==> src/rtl/dmem_arbiter.sv <==
// Two-requester arbiter for a single-port synchronous data memory (A = MEM stage, B = loader/DMA).
// Fixed priority to A with a B starvation limit; define DMEM_ARB_RR_EN for round-robin arbitration.
module dmem_arbiter #(
    parameter int ADDR_W     = 12,
    parameter int DATA_W     = 32,
    parameter int B_MAX_WAIT = 4
) (
    input  logic              clock,
    input  logic              reset,
    input  logic              a_req,
    input  logic              a_we,
    input  logic [ADDR_W-1:0] a_addr,
    input  logic [DATA_W-1:0] a_wdata,
    output logic              a_gnt,
    output logic              a_stall,
    output logic              a_rvalid,
    output logic [DATA_W-1:0] a_rdata,
    input  logic              b_req,
    input  logic              b_we,
    input  logic [ADDR_W-1:0] b_addr,
    input  logic [DATA_W-1:0] b_wdata,
    output logic              b_gnt,
    output logic              b_rvalid,
    output logic [DATA_W-1:0] b_rdata,
    output logic [ADDR_W-1:0] address_dmem,
    output logic [DATA_W-1:0] data,
    output logic              wren,
    input  logic [DATA_W-1:0] q_dmem
);

    localparam logic TAG_A = 1'b0;
    localparam logic TAG_B = 1'b1;

    logic              a_win_s;
    logic              b_win_s;
    logic              tag_vld_q, tag_vld_d;
    logic              tag_id_q, tag_id_d;
    logic              a_rvalid_q, a_rvalid_d;
    logic              b_rvalid_q, b_rvalid_d;
    logic [DATA_W-1:0] a_rdata_q, a_rdata_d;
    logic [DATA_W-1:0] b_rdata_q, b_rdata_d;

`ifdef DMEM_ARB_RR_EN
    // rr_last_q holds the id of the most recent winner
    logic rr_last_q, rr_last_d;

    // Round-robin grant: on contention the requester that did not win last goes
    always_comb begin
        a_win_s = 1'b0;
        b_win_s = 1'b0;
        if (a_req && b_req) begin
            if (rr_last_q == TAG_A) begin
                b_win_s = 1'b1;
            end else begin
                a_win_s = 1'b1;
            end
        end else begin
            a_win_s = a_req;
            b_win_s = b_req;
        end
    end

    // Pointer moves only when somebody is granted
    always_comb begin
        rr_last_d = rr_last_q;
        if (a_win_s) begin
            rr_last_d = TAG_A;
        end else if (b_win_s) begin
            rr_last_d = TAG_B;
        end else begin
            rr_last_d = rr_last_q;
        end
    end

    // Round-robin pointer register
    always_ff @(posedge clock or negedge reset) begin
        if (!reset) begin
            rr_last_q <= TAG_A;
        end else begin
            rr_last_q <= rr_last_d;
        end
    end
`else
    localparam logic [3:0] B_MAX_WAIT_V = B_MAX_WAIT[3:0];

    logic [3:0] b_wait_q, b_wait_d;

    // Fixed-priority grant: A wins unless B has waited B_MAX_WAIT cycles in a row
    always_comb begin
        a_win_s = 1'b0;
        b_win_s = 1'b0;
        if (a_req && b_req) begin
            if (b_wait_q == B_MAX_WAIT_V) begin
                b_win_s = 1'b1;
            end else begin
                a_win_s = 1'b1;
            end
        end else begin
            a_win_s = a_req;
            b_win_s = b_req;
        end
    end

    // Saturating count of consecutive cycles B asked and lost
    always_comb begin
        b_wait_d = 4'd0;
        if (b_req && !b_win_s) begin
            if (b_wait_q == 4'hF) begin
                b_wait_d = b_wait_q;
            end else begin
                b_wait_d = b_wait_q + 4'd1;
            end
        end else begin
            b_wait_d = 4'd0;
        end
    end

    // Starvation counter register
    always_ff @(posedge clock or negedge reset) begin
        if (!reset) begin
            b_wait_q <= 4'd0;
        end else begin
            b_wait_q <= b_wait_d;
        end
    end
`endif

    // Memory bus mux; idle cycles park on A's address with writes disabled
    always_comb begin
        address_dmem = a_addr;
        data         = a_wdata;
        wren         = 1'b0;
        if (b_win_s) begin
            address_dmem = b_addr;
            data         = b_wdata;
            wren         = b_we;
        end else if (a_win_s) begin
            address_dmem = a_addr;
            data         = a_wdata;
            wren         = a_we;
        end else begin
            wren         = 1'b0;
        end
    end

    // Read-tag pipeline and response capture: tag at T, data at T+1, pulse in T+2
    always_comb begin
        tag_vld_d  = (a_win_s && !a_we) || (b_win_s && !b_we);
        tag_id_d   = b_win_s ? TAG_B : TAG_A;
        a_rvalid_d = tag_vld_q && (tag_id_q == TAG_A);
        b_rvalid_d = tag_vld_q && (tag_id_q == TAG_B);
        a_rdata_d  = a_rdata_q;
        b_rdata_d  = b_rdata_q;
        if (a_rvalid_d) begin
            a_rdata_d = q_dmem;
        end else begin
            a_rdata_d = a_rdata_q;
        end
        if (b_rvalid_d) begin
            b_rdata_d = q_dmem;
        end else begin
            b_rdata_d = b_rdata_q;
        end
    end

    // Response pipeline registers
    always_ff @(posedge clock or negedge reset) begin
        if (!reset) begin
            tag_vld_q  <= 1'b0;
            tag_id_q   <= TAG_A;
            a_rvalid_q <= 1'b0;
            b_rvalid_q <= 1'b0;
            a_rdata_q  <= '0;
            b_rdata_q  <= '0;
        end else begin
            tag_vld_q  <= tag_vld_d;
            tag_id_q   <= tag_id_d;
            a_rvalid_q <= a_rvalid_d;
            b_rvalid_q <= b_rvalid_d;
            a_rdata_q  <= a_rdata_d;
            b_rdata_q  <= b_rdata_d;
        end
    end

    assign a_gnt    = a_win_s;
    assign b_gnt    = b_win_s;
    assign a_stall  = a_req && !a_win_s;
    assign a_rvalid = a_rvalid_q;
    assign a_rdata  = a_rdata_q;
    assign b_rvalid = b_rvalid_q;
    assign b_rdata  = b_rdata_q;

endmodule

==> config.mk <==
export PLATFORM = sky130hd
export DESIGN_NAME = dmem_arbiter
export DESIGN_NICKNAME = d
export VERILOG_FILES = /design/src/rtl/dmem_arbiter.sv
export SDC_FILE = /design/constraint.sdc
export NUM_CORES = 1
export LEC_CHECK = 0
export CAP_MARGIN = 20
export CORE_ASPECT_RATIO = 2
export CORE_MARGIN = 1
export CORE_UTILIZATION = 38
export CTS_CLUSTER_SIZE = 40
export DETAILED_ROUTE_END_ITERATION = 8
export GPL_TIMING_DRIVEN = 0
export PLACE_DENSITY = 0.86
export SLEW_MARGIN = 15
export SYNTH_ARGS = -nofsm -noshare
export SYNTH_HDL_FRONTEND = slang
export SYNTH_SLANG_ARGS = --single-unit
==> constraint.sdc <==
create_clock -name clock -period 6.1 [get_ports clock]
set_input_delay 1.525 -clock clock [delete_from_list [all_inputs] [get_ports clock]]
set_output_delay 1.525 -clock clock [all_outputs]
set_load 0.02 [all_outputs]
==> summary.txt, run 1 <==
==========================================================================================
Flops & latches, synth ......................................................           72
Worst Hold Depth ............................................................            1
Crit path buf inv count .....................................................            4
Layout Nets .................................................................          601
Syn-to-layout area delta ....................................................        81.9%
Clock tree skew after final layout ..........................................   0.00703 ns
HPWL Detailed ...............................................................      8.48 mm
Register-to-register setup slack ............................................      4.61 ns
Final cycle utilization of the critical path ................................        0.820
Slowest library cell on the worst path ...................................... clkdlybuf4s50_1
Total wire length after detailed routing ....................................      10.6 mm
RSZ-0062 raised after global routing ........................................        false
Number of hold buffers added after CTS ......................................            0
Net Count, Synth ............................................................          350
Global route total overflow .................................................            0
Post-synthesis async set-or-reset flop share ................................         1.00
Summed negative setup slack over all endpoints ..............................         0 ns
# IOs .......................................................................          240
Max Fanout on Critical Path .................................................           10
Vertical die dimension ......................................................       136 µm
Cts bufs inserted ...........................................................            9
Resized Gates After CTS .....................................................            0
Placement row count .........................................................           48
Via count of the first global-routing pass ..................................         3026
Final core utilization ......................................................        0.718
CP most frequent cell ....................................................... clkdlybuf4s50_1
Initial standard-cell utilization of the core ...............................        0.395
Hold path start ............................................................. b_rdata[27]$_DFFE_PN0P_
Sequential cell area ........................................................  0.00180 mm²
ANT nets after route ........................................................            0
CTS tree ....................................................................         done
Root buffer selected by CTS .................................................    clkbuf_16
Post-CTS setup buffers ......................................................            0
Mean instance size in the synthesized netlist ...............................     15.5 µm²
Lkg Pwr .....................................................................      2.63 nW
Clock edge transition at the registers on the reported setup and hold paths .      0.05 ns
Crit path launch type .......................................................    input pin
Post-synthesis cell area ....................................................  0.00344 mm²
Max Slew Vio Count ..........................................................            0
Number of enable flip-flop cells after synthesis ............................            0
Shortest period the worst path allows .......................................      5.00 ns
Count of max-cap constraint violations ......................................            0
Result of the run ...........................................................    completed
Htree depth .................................................................            3
Count of inserted antenna diode cells .......................................            0
Horizontal die dimension ....................................................      69.2 µm
Path type of the worst min-delay path .......................................      reg2reg
Critical path, cell by cell ................................................. clkdlybuf4s50_1, a21boi_2, buf_6, buf_12, mux2_4, clkdlybuf4s50_1
Global-route wire length before repair ......................................      16.2 mm
DRC violations left .........................................................            0
Number of unique standard cell types used by synthesis ......................           26
Fraction of layout cells with a size suffix above 1 .........................        0.289
Total stage count of the critical path ......................................            6
Cell class contributing the biggest share of worst-path delay ............... buffers and inverters
Clock latency reported for the late side of the worst-skew pair .............      0.33 ns
Multi-input logic area ......................................................  0.00150 mm²
Cell area power density .....................................................   277 mW/mm²
RD Place Congestion .........................................................        0.795
Relative slew slack .........................................................        0.755
Pin count of the biggest net entering global routing ........................           49
Initial antenna violation count .............................................            0
Longest individual stage delay on the worst path ............................      0.57 ns
Share of synthesized area occupied by flip-flops and latches ................        0.524
Iteration count of the initial detailed-routing pass ........................            4
Clk buf depth ...............................................................            2
Required @ worst endpoint ...................................................      4.58 ns
R2R Path Start .............................................................. tag_vld_q$_DFF_PN0_
CP endpoint kind ............................................................  output port
Via total after detailed routing ............................................         2818
Area of the core region .....................................................  0.00871 mm²
Quantity of I/O buffers inserted on ports ...................................          239
Fmax ........................................................................      200 MHz
Drt first-iter violations ...................................................          115
Gate Count Post-Synth .......................................................          222
TritonCTS Sinks .............................................................           72
Total global-route track usage ..............................................        0.226
Setup Viol. Count Final .....................................................            0
Critical register-to-register path endpoint ................................. a_rdata[6]$_DFFE_PN0P_
Post-detailed-route via-to-cell ratio .......................................         4.88
Final-report hold violation count ...........................................            0
Pin slew with the least headroom to its limit ...............................     0.364 ns
Maximum vdd ir drop .........................................................     0.210 mV
Total die area ..............................................................  0.00945 mm²
Class of the most critical setup path .......................................       in2out
R2R depth ...................................................................            4
Dominant synthesized flop cell ..............................................      dfrtp_1
Worst path arrival time .....................................................      3.48 ns
Filler instances ............................................................          599
Routed len/inst .............................................................      18.3 µm
Number of warnings printed during yosys synthesis ...........................            0
WHS Endpoint ................................................................ b_rdata[27]$_DFFE_PN0P_
==========================================================================================
[per-stage QoR]
step                      hold WS [ns]  instances  worst slack, ns  cell area [µm²]  total power, mW
final                            0.502        578             1.10             6250             1.73
after global routing             0.512        578            0.973             6250             1.81
after CTS                        0.505        578             1.07             6250             1.75
after detailed placement         0.491        562             1.07             5980             1.27
after global placement           0.487        561             1.09             5950             1.25
after floorplan                  0.555        222             2.09             3440            0.908
[worst max path at each step]
stage,from,to,slack [ns]
detailed placement,b_req,data[28],1.07
global placement,b_req,data[28],1.09
CTS,b_req,data[28],1.07
global route,b_req,data[28],0.97
floorplan,a_req,wren,2.09
finish,b_req,data[28],1.10
[cells in the mapped netlist, types with 2 or more instances]
cell type | n | area [µm²]
nor2_1 | 3 | 11.3
a22o_1 | 2 | 17.5
mux2_2 | 78 | 878
inv_1 | 6 | 22.5
buf_12 | 3 | 60.1
nand3_1 | 3 | 15.0
ha_1 | 2 | 25.0
buf_2 | 6 | 30.0
mux2_4 | 30 | 450
dfrtp_1 | 72 | 1800
nand3b_1 | 2 | 15.0
[layout make-up]
cell class                 count  area share
timing repair buffer         240       0.387
sequential                    72       0.288
multi-input combinational    132       0.240
clock buffer                   9      0.0360
tap                          100      0.0200
buffer                        12      0.0180
clock inverter                 7     0.00741
inverter                       6     0.00360
[flip-flops by register name (all words and copies together), names as in the netlist]
name and cells:
b_rdata 32, tag_id_q 1, b_wait_q 4, a_rvalid 1, tag_vld_q 1, a_rdata 32, b_rvalid 1
[cells in the final DEF, fill, tap and decap left out, drive strengths merged]
cell type,instances
a21boi,2
a22o,2
a31oi,1
and3,1
and3b,1
buf,13
clkbuf,10
clkdlybuf4s50,238
clkinv,3
clkinvlp,3
dfrtp,72
ha,2
inv,7
mux2,108
mux2i,1
nand2,1
nand2b,1
nand3,3
nand3b,2
nor2,3
nor3,1
nor3b,1
o21ai,1
xnor2,1
[logic make-up after synthesis]
| logic type | count (synthesis) | share of synthesized area |
|---|---|---|
| mux | 109 | 0.390 |
| flops | 72 | 0.524 |
| buf+inv | 18 | 0.0393 |
| simple gates | 14 | 0.0229 |
| compound gates | 6 | 0.0138 |
| fa+ha+maj | 2 | 0.00728 |
| xor+xnor | 1 | 0.00255 |
[power by group]
group / leakage [nW] / internal, mW / switching (mW)
Sequential: 0.852 / 0.569 / 0.0471
Clock: 0.128 / 0.274 / 0.195
Combinational: 1.65 / 0.367 / 0.276
[routing by layer]
| layer | global-route usage | vias to the layer above | share of wire |
|---|---|---|---|
| met5 | 0 | - | 0 |
| met4 | 0.0964 | 0 | 0.034 |
| met3 | 0.0556 | 22 | 0.060 |
| met2 | 0.408 | 154 | 0.55 |
| met1 | 0.249 | 1348 | 0.36 |
| li1 | - | 1294 | - |
Note: power is estimated with default switching activity, not from simulation.
==> inputs of run 2 (changes only) <==
--- a/config.mk
+++ b/config.mk
@@ -8,11 +8,11 @@
 export CAP_MARGIN = 20
 export CORE_ASPECT_RATIO = 2
 export CORE_MARGIN = 1
-export CORE_UTILIZATION = 38
+export CORE_UTILIZATION = 35
 export CTS_CLUSTER_SIZE = 40
 export DETAILED_ROUTE_END_ITERATION = 8
 export GPL_TIMING_DRIVEN = 0
-export PLACE_DENSITY = 0.86
+export PLACE_DENSITY = 0.8
 export SLEW_MARGIN = 15
 export SYNTH_ARGS = -nofsm -noshare
 export SYNTH_HDL_FRONTEND = slang
==> constraint.sdc (replaced) <==
create_clock -name clock -period 4.99 [get_ports clock]
set_input_delay 1.2475 -clock clock [delete_from_list [all_inputs] [get_ports clock]]
set_output_delay 1.2475 -clock clock [all_outputs]
set_load 0.02 [all_outputs]
==> run 2 against run 1 <==
Against the previous run: hold slack better by 0.00079 ns; wire length grew 2.4%; non-clock buffer count unchanged; sequential power rose by 22%; setup slack got worse by 0.58 ns; power is 23% higher; clock skew decreased by 0.0012 ns; highest routed layer unchanged.
==> summary.txt, run 2 (synthesis results as in run 1) <==
==========================================================================================
Fmax ........................................................................      224 MHz
Clock edge transition at the registers on the reported setup and hold paths .      0.05 ns   about the same
Htree depth .................................................................            3   unchanged
Cell class contributing the biggest share of worst-path delay ............... buffers and inverters
Critical path, cell by cell ................................................. clkdlybuf4s50_1, a21boi_2, buf_6, buf_12, mux2_4, clkdlybuf4s50_1
Path type of the worst min-delay path .......................................      reg2reg
Clock latency reported for the late side of the worst-skew pair .............      0.32 ns   about the same
Register-to-register setup slack ............................................      3.49 ns   -1.12 ns
Cts bufs inserted ...........................................................            9   unchanged
Setup Viol. Count Final .....................................................            0   unchanged
Class of the most critical setup path .......................................       in2out
ANT nets after route ........................................................            0   unchanged
Comb pwr share ..............................................................        0.371   about the same
CTS tree ....................................................................         done
Iteration count of the initial detailed-routing pass ........................            3   -1
Switching share of power ....................................................        0.297   -0.00280
R2R depth ...................................................................            4   unchanged
Critical register-to-register path endpoint ................................. a_rdata[12]$_DFFE_PN0P_
RD Place Congestion .........................................................        0.754   -5.2%
Longest individual stage delay on the worst path ............................      0.58 ns   about the same
Global route total overflow .................................................            0   unchanged
Via count of the first global-routing pass ..................................         3057   +1.0%
Share of total power in sequential cells ....................................        0.354   -0.002
CP most frequent cell ....................................................... clkdlybuf4s50_1
WHS Endpoint ................................................................ a_rdata[8]$_DFFE_PN0P_
Resized Gates After CTS .....................................................            0   unchanged
Most common cell after layout, fill and taps aside .......................... clkdlybuf4s50_1
Global-route wire length before repair ......................................      16.3 mm   +0.59%
Worst hold slack after final layout .........................................     0.503 ns   +0.000787 ns
Vertical die dimension ......................................................       142 µm   +4.1%
Required @ worst endpoint ...................................................      3.74 ns   -0.84 ns
Switching power total .......................................................       632 µW   +22%
Horizontal die dimension ....................................................      72.1 µm   +4.1%
Final core utilization ......................................................        0.665   -0.0525
Overall Power ...............................................................      2.13 mW   +23%
Crit path buf inv count .....................................................            4   unchanged
Filler instances ............................................................          733   +22%
R2R Path Start .............................................................. tag_vld_q$_DFF_PN0_
Count of max-cap constraint violations ......................................            0   unchanged
Worst path arrival time .....................................................      3.23 ns   -0.25 ns
HPWL Detailed ...............................................................      8.98 mm   +5.9%
Via total after detailed routing ............................................         2837   +0.67%
# IOs .......................................................................          240   unchanged
Lkg Pwr .....................................................................      2.63 nW   about the same
Quantity of I/O buffers inserted on ports ...................................          239   unchanged
Relative slew slack .........................................................        0.726   -0.0288
Count of inserted antenna diode cells .......................................            0   unchanged
TritonCTS Sinks .............................................................           72   unchanged
Post-detailed-route via-to-cell ratio .......................................         4.67   -4.3%
Total wire length after detailed routing ....................................      10.8 mm   +2.4%
Clk buf depth ...............................................................            2   unchanged
Pin slew with the least headroom to its limit ...............................     0.411 ns   +0.0465 ns
Maximum vdd ir drop .........................................................     0.285 mV   +36%
Placement row count .........................................................           50   +4.2%
Crit path launch type .......................................................    input pin
Result of the run ...........................................................    completed
Layout Nets .................................................................          601   unchanged
Total die area ..............................................................   0.0102 mm²   +8.4%
Area of the core region .....................................................  0.00945 mm²   +8.5%
Internal Dissipation ........................................................      1.49 mW   +24%
Total global-route track usage ..............................................        0.214   -0.0125
Clock tree skew after final layout ..........................................   0.00582 ns   -0.00121 ns
RSZ-0062 raised after global routing ........................................        false
Placed standard-cell area ...................................................  0.00601 mm²   +0.50%
Final-report hold violation count ...........................................            0   unchanged
Shortest period the worst path allows .......................................      4.47 ns
Multi-input logic area ......................................................  0.00150 mm²   unchanged
Drt first-iter violations ...................................................           66   -43%
Max Fanout on Critical Path .................................................           10   unchanged
Slowest library cell on the worst path ...................................... clkdlybuf4s50_1
Routed len/inst .............................................................      17.8 µm   -2.7%
Summed negative setup slack over all endpoints ..............................         0 ns   unchanged
Max Slew Vio Count ..........................................................            0   unchanged
Worst Hold Depth ............................................................            1   unchanged
Post-Layout Inst Area .......................................................  0.00628 mm²   +0.54%
Initial standard-cell utilization of the core ...............................        0.364   -0.0308
Syn-to-layout area delta ....................................................        82.9%
Hold path start ............................................................. a_rdata[8]$_DFFE_PN0P_
Number of hold buffers added after CTS ......................................            0   unchanged
Fraction of layout cells with a size suffix above 1 .........................        0.285   -0.00418
Cell area power density .....................................................   338 mW/mm²   +22%
Final cycle utilization of the critical path ................................        0.896
Pin count of the biggest net entering global routing ........................           43   -12%
CP endpoint kind ............................................................  output port
Sequential cell area ........................................................  0.00180 mm²   unchanged
Clock power frac ............................................................        0.275   +0.004
DRC violations left .........................................................            0   unchanged
Post-CTS setup buffers ......................................................            0   unchanged
Root buffer selected by CTS .................................................    clkbuf_16
Highest-count cells in the layout ignoring fill and taps .................... 238 x clkdlybuf4s50_1, 78 x mux2_2, 72 x dfrtp_1
Initial antenna violation count .............................................            0   unchanged
==========================================================================================
## run 2: per-stage QoR
stage,setup WS [ns],std cells
after floorplan,1.53,222
after detailed placement,0.497,592
after global routing,0.432,608
after CTS,0.485,608
final,0.517,608
after global placement,0.370,591
## run 2: worst max-delay path by stage
stage	start	endpoint	depth (start not counted)
global placement	reset	b_rdata[10]$_DFFE_PN0P_	1
CTS	b_req	data[25]	6
global route	b_req	data[25]	6
floorplan	a_req	wren	2
finish	b_req	data[0]	6
detailed placement	b_req	data[25]	6
## run 2: layout make-up
type / instances / share of cell area
flip-flops and latches: 72 / 0.287
clock inverters: 4 / 0.00458
inverters: 6 / 0.00358
multi-input cells: 132 / 0.239
clock buffers: 12 / 0.0392
repair buffers: 240 / 0.384
well taps: 130 / 0.0259
plain buffers: 12 / 0.0179
## run 2: power groups by stage
stage | clock [mW] | combinational, mW | sequential, mW
final | 0.585 | 0.788 | 0.754
after global routing | 0.624 | 0.825 | 0.767
after CTS | 0.601 | 0.800 | 0.754
after detailed placement | 0 | 0.797 | 0.764
after global placement | 0 | 0.783 | 0.755
after floorplan | 0 | 0.215 | 0.895
## run 2: layer usage
metal  vias up  GRT usage  part of all wire
li1       1290          -                 -
met1      1369      0.182              0.29
met2       154      0.429              0.59
met3        24     0.0659             0.089
met4         0     0.0898             0.032
met5         -          0                 0
==> patch (flow settings as in run 1) <==
Take the reset off `a_rdata_q` and `b_rdata_q` and load them in a clocked block of their own.
--- a/src/rtl/dmem_arbiter.sv
+++ b/src/rtl/dmem_arbiter.sv
@@ -170,16 +170,17 @@
             tag_id_q   <= TAG_A;
             a_rvalid_q <= 1'b0;
             b_rvalid_q <= 1'b0;
-            a_rdata_q  <= '0;
-            b_rdata_q  <= '0;
         end else begin
             tag_vld_q  <= tag_vld_d;
             tag_id_q   <= tag_id_d;
             a_rvalid_q <= a_rvalid_d;
             b_rvalid_q <= b_rvalid_d;
-            a_rdata_q  <= a_rdata_d;
-            b_rdata_q  <= b_rdata_d;
         end
+    end
+
+    always_ff @(posedge clock) begin
+        a_rdata_q <= a_rdata_d;
+        b_rdata_q <= b_rdata_d;
     end
 
     assign a_gnt    = a_win_s;
Formal check against the unedited RTL: differs if reset is asserted again (counterexample within 4 cycles, from zero or initial values and one cycle with reset low); with reset held inactive, the same outputs for 10 cycles.
==> patch against run 1 <==
- sequential share of layout area is 7.6 points higher
- clock skew is 0.0010 ns lower
- synthesized area is 13% lower
- worst setup slack better by 0.023 ns
- wire length is 11% lower
- cell area is 6.8% lower
- synthesized cell count is 33% lower
- sequential cell count stayed put
- largest cell class unchanged
Power is not compared: it rests on default switching activity, and its combinational part moved more than twofold at a synthesized area within 25%.
==> patch: results (changes against run 1) <==
Routing:
- The sum of routed wire length over all layers is 9.40 mm (-11%).
- The wire length per cell after detailed routing is 18.8 um (+3.1%).
- The ratio of routed vias to standard cells is 4.73 (-2.9%).
- The number of violations reported at the end of detailed-routing iteration 0 was 92 (-20%).

Global routing:
- The initial antenna violation count is 0 (unchanged).
- The via count of the first global-routing pass is 2,426 (-20%).
- The wire length of the first global-routing pass was 13.3 mm (-18%).
- The maximum number of pins on one net before global-route repair is 34 (-31%).
- The overall fraction of global-route tracks in use was 22.5% (-0.13 points).
- The met3 usage in global routing is 6.70% (+1.1 points).
- The met1 track demand over resource in global routing is 22.7% (-2.3 points).
- The met2 usage in global routing came to 41.3% (+0.47 points).

Placed design:
- The weighted congestion at the end of routability-driven global placement is 0.805 (+1.3%).
- The placed cell count was 483 (-14%).
- The detailed-placement wirelength estimate is 7.62 mm (-10%).

Clock tree:
- The number of buffers inserted to repair setup after CTS is 0 (unchanged).
- The clock-pin slew reported for the worst setup and hold paths after clock tree synthesis is 0.05 ns (about the same).

Yosys:
- The register area share after synthesis is 70.8% (+18 points).
- The share of the synthesized area in compound gates (AO/OA/AOI/OAI) is 1.59% (+0.20 points).
- By area the synthesized netlist is led by sky130_fd_sc_hd__edfxtp_1, sky130_fd_sc_hd__mux2_4, sky130_fd_sc_hd__dfrtp_1, sky130_fd_sc_hd__mux2_2, sky130_fd_sc_hd__buf_12.
- The post-synthesis adder-cell area fraction is 0.835% (+0.11 points).
- The xor/xnor share of the synthesized area is 0.292% (+0.037 points).
- The multiplexer area fraction after synthesis is 20.6% (-18 points).
- By count the netlist is led by sky130_fd_sc_hd__edfxtp_1, sky130_fd_sc_hd__mux2_4, sky130_fd_sc_hd__mux2_2.
- The number of enable flip-flop cells after synthesis is 64 (+64).
- The main flop type after synthesis is sky130_fd_sc_hd__edfxtp_1.
- The number of different library cells in the post-synthesis netlist is 25 (-3.8%).
- The synthesized netlist net count is 277 (-21%).
- The post-synthesis async set-or-reset flop share is 11.1% (-89 points).
- The number of instances in the synthesized netlist was 149 (-33%).

Layout:
- The number of fill cells in the layout is 473 (-21%).
- The net count reported at finish is 528 (-12%).
- The share of cells above drive strength 1 is 16.5% (-12 points).

Timing:
- The remaining max-slew budget at the tightest pin is 46.2% (-29 points).
- The post-route clock skew is 0.00602 ns (-0.00100 ns).

Min path:
- The worst min-delay path startpoint is tag_id_q.

Critical path:
- The reg-to-reg startpoint is b_wait_q[0].

Floorplanning:
- The placeable core area is 0.00760 mm^2 (-13%).

Run status:
- The flow ran to the end, and the final reports show no timing, DRC or antenna violations.
[patch: cell families after synthesis]
| kind of cell | count (synthesis) |
|---|---|
| compound gates | 6 |
| xor+xnor | 1 |
| fa+ha+maj | 2 |
| buf+inv | 9 |
| flops | 72 |
| mux | 45 |
| simple gates | 14 |
[patch: path summary, 6_finish.rpt]
path                               end  slack, ns  cells after the start
max reg2reg                  tag_vld_q       4.57                      5
min                           a_rvalid       0.52                      1
min in group asynchronous  b_wait_q[0]       1.50                      1
min reg2reg                   a_rvalid       0.52                      1
max                           data[20]       1.12                      6
max in group asynchronous     tag_id_q       4.32                      1
[patch: cell type report]
class / count / area share (%)
Timing Repair Buffer: 240 / 41.4
Sequential cell: 72 / 36.4
Multi-Input combinational cell: 68 / 13.6
Clock buffer: 11 / 4.00
Tap cell: 94 / 2.02
Buffer: 5 / 1.35
Clock inverter: 5 / 0.967
Inverter: 4 / 0.258
[patch: power by group]
group	internal [W]	switching (W)
clock	0.000316	0.000180
combinational	0.000175	0.000113
sequential	0.000561	0.00000666
total	0.00105	0.000300
[patch: metal layers]
metal,vias to the layer above,routed length [um]
li1,1082,-
met1,1107,3120
met2,153,5260
met3,20,712
met4,0,314
met5,-,0
[patch: per-stage QoR]
stage                     area (um^2)  setup slack [ns]  hold WS (ns)
after floorplan                  3000              2.09         0.556
after detailed placement         5540              1.12         0.520
after global routing             5820              1.04         0.559
final                            5820              1.12         0.522
after CTS                        5820              1.11         0.527
after global placement           5510              1.12         0.586
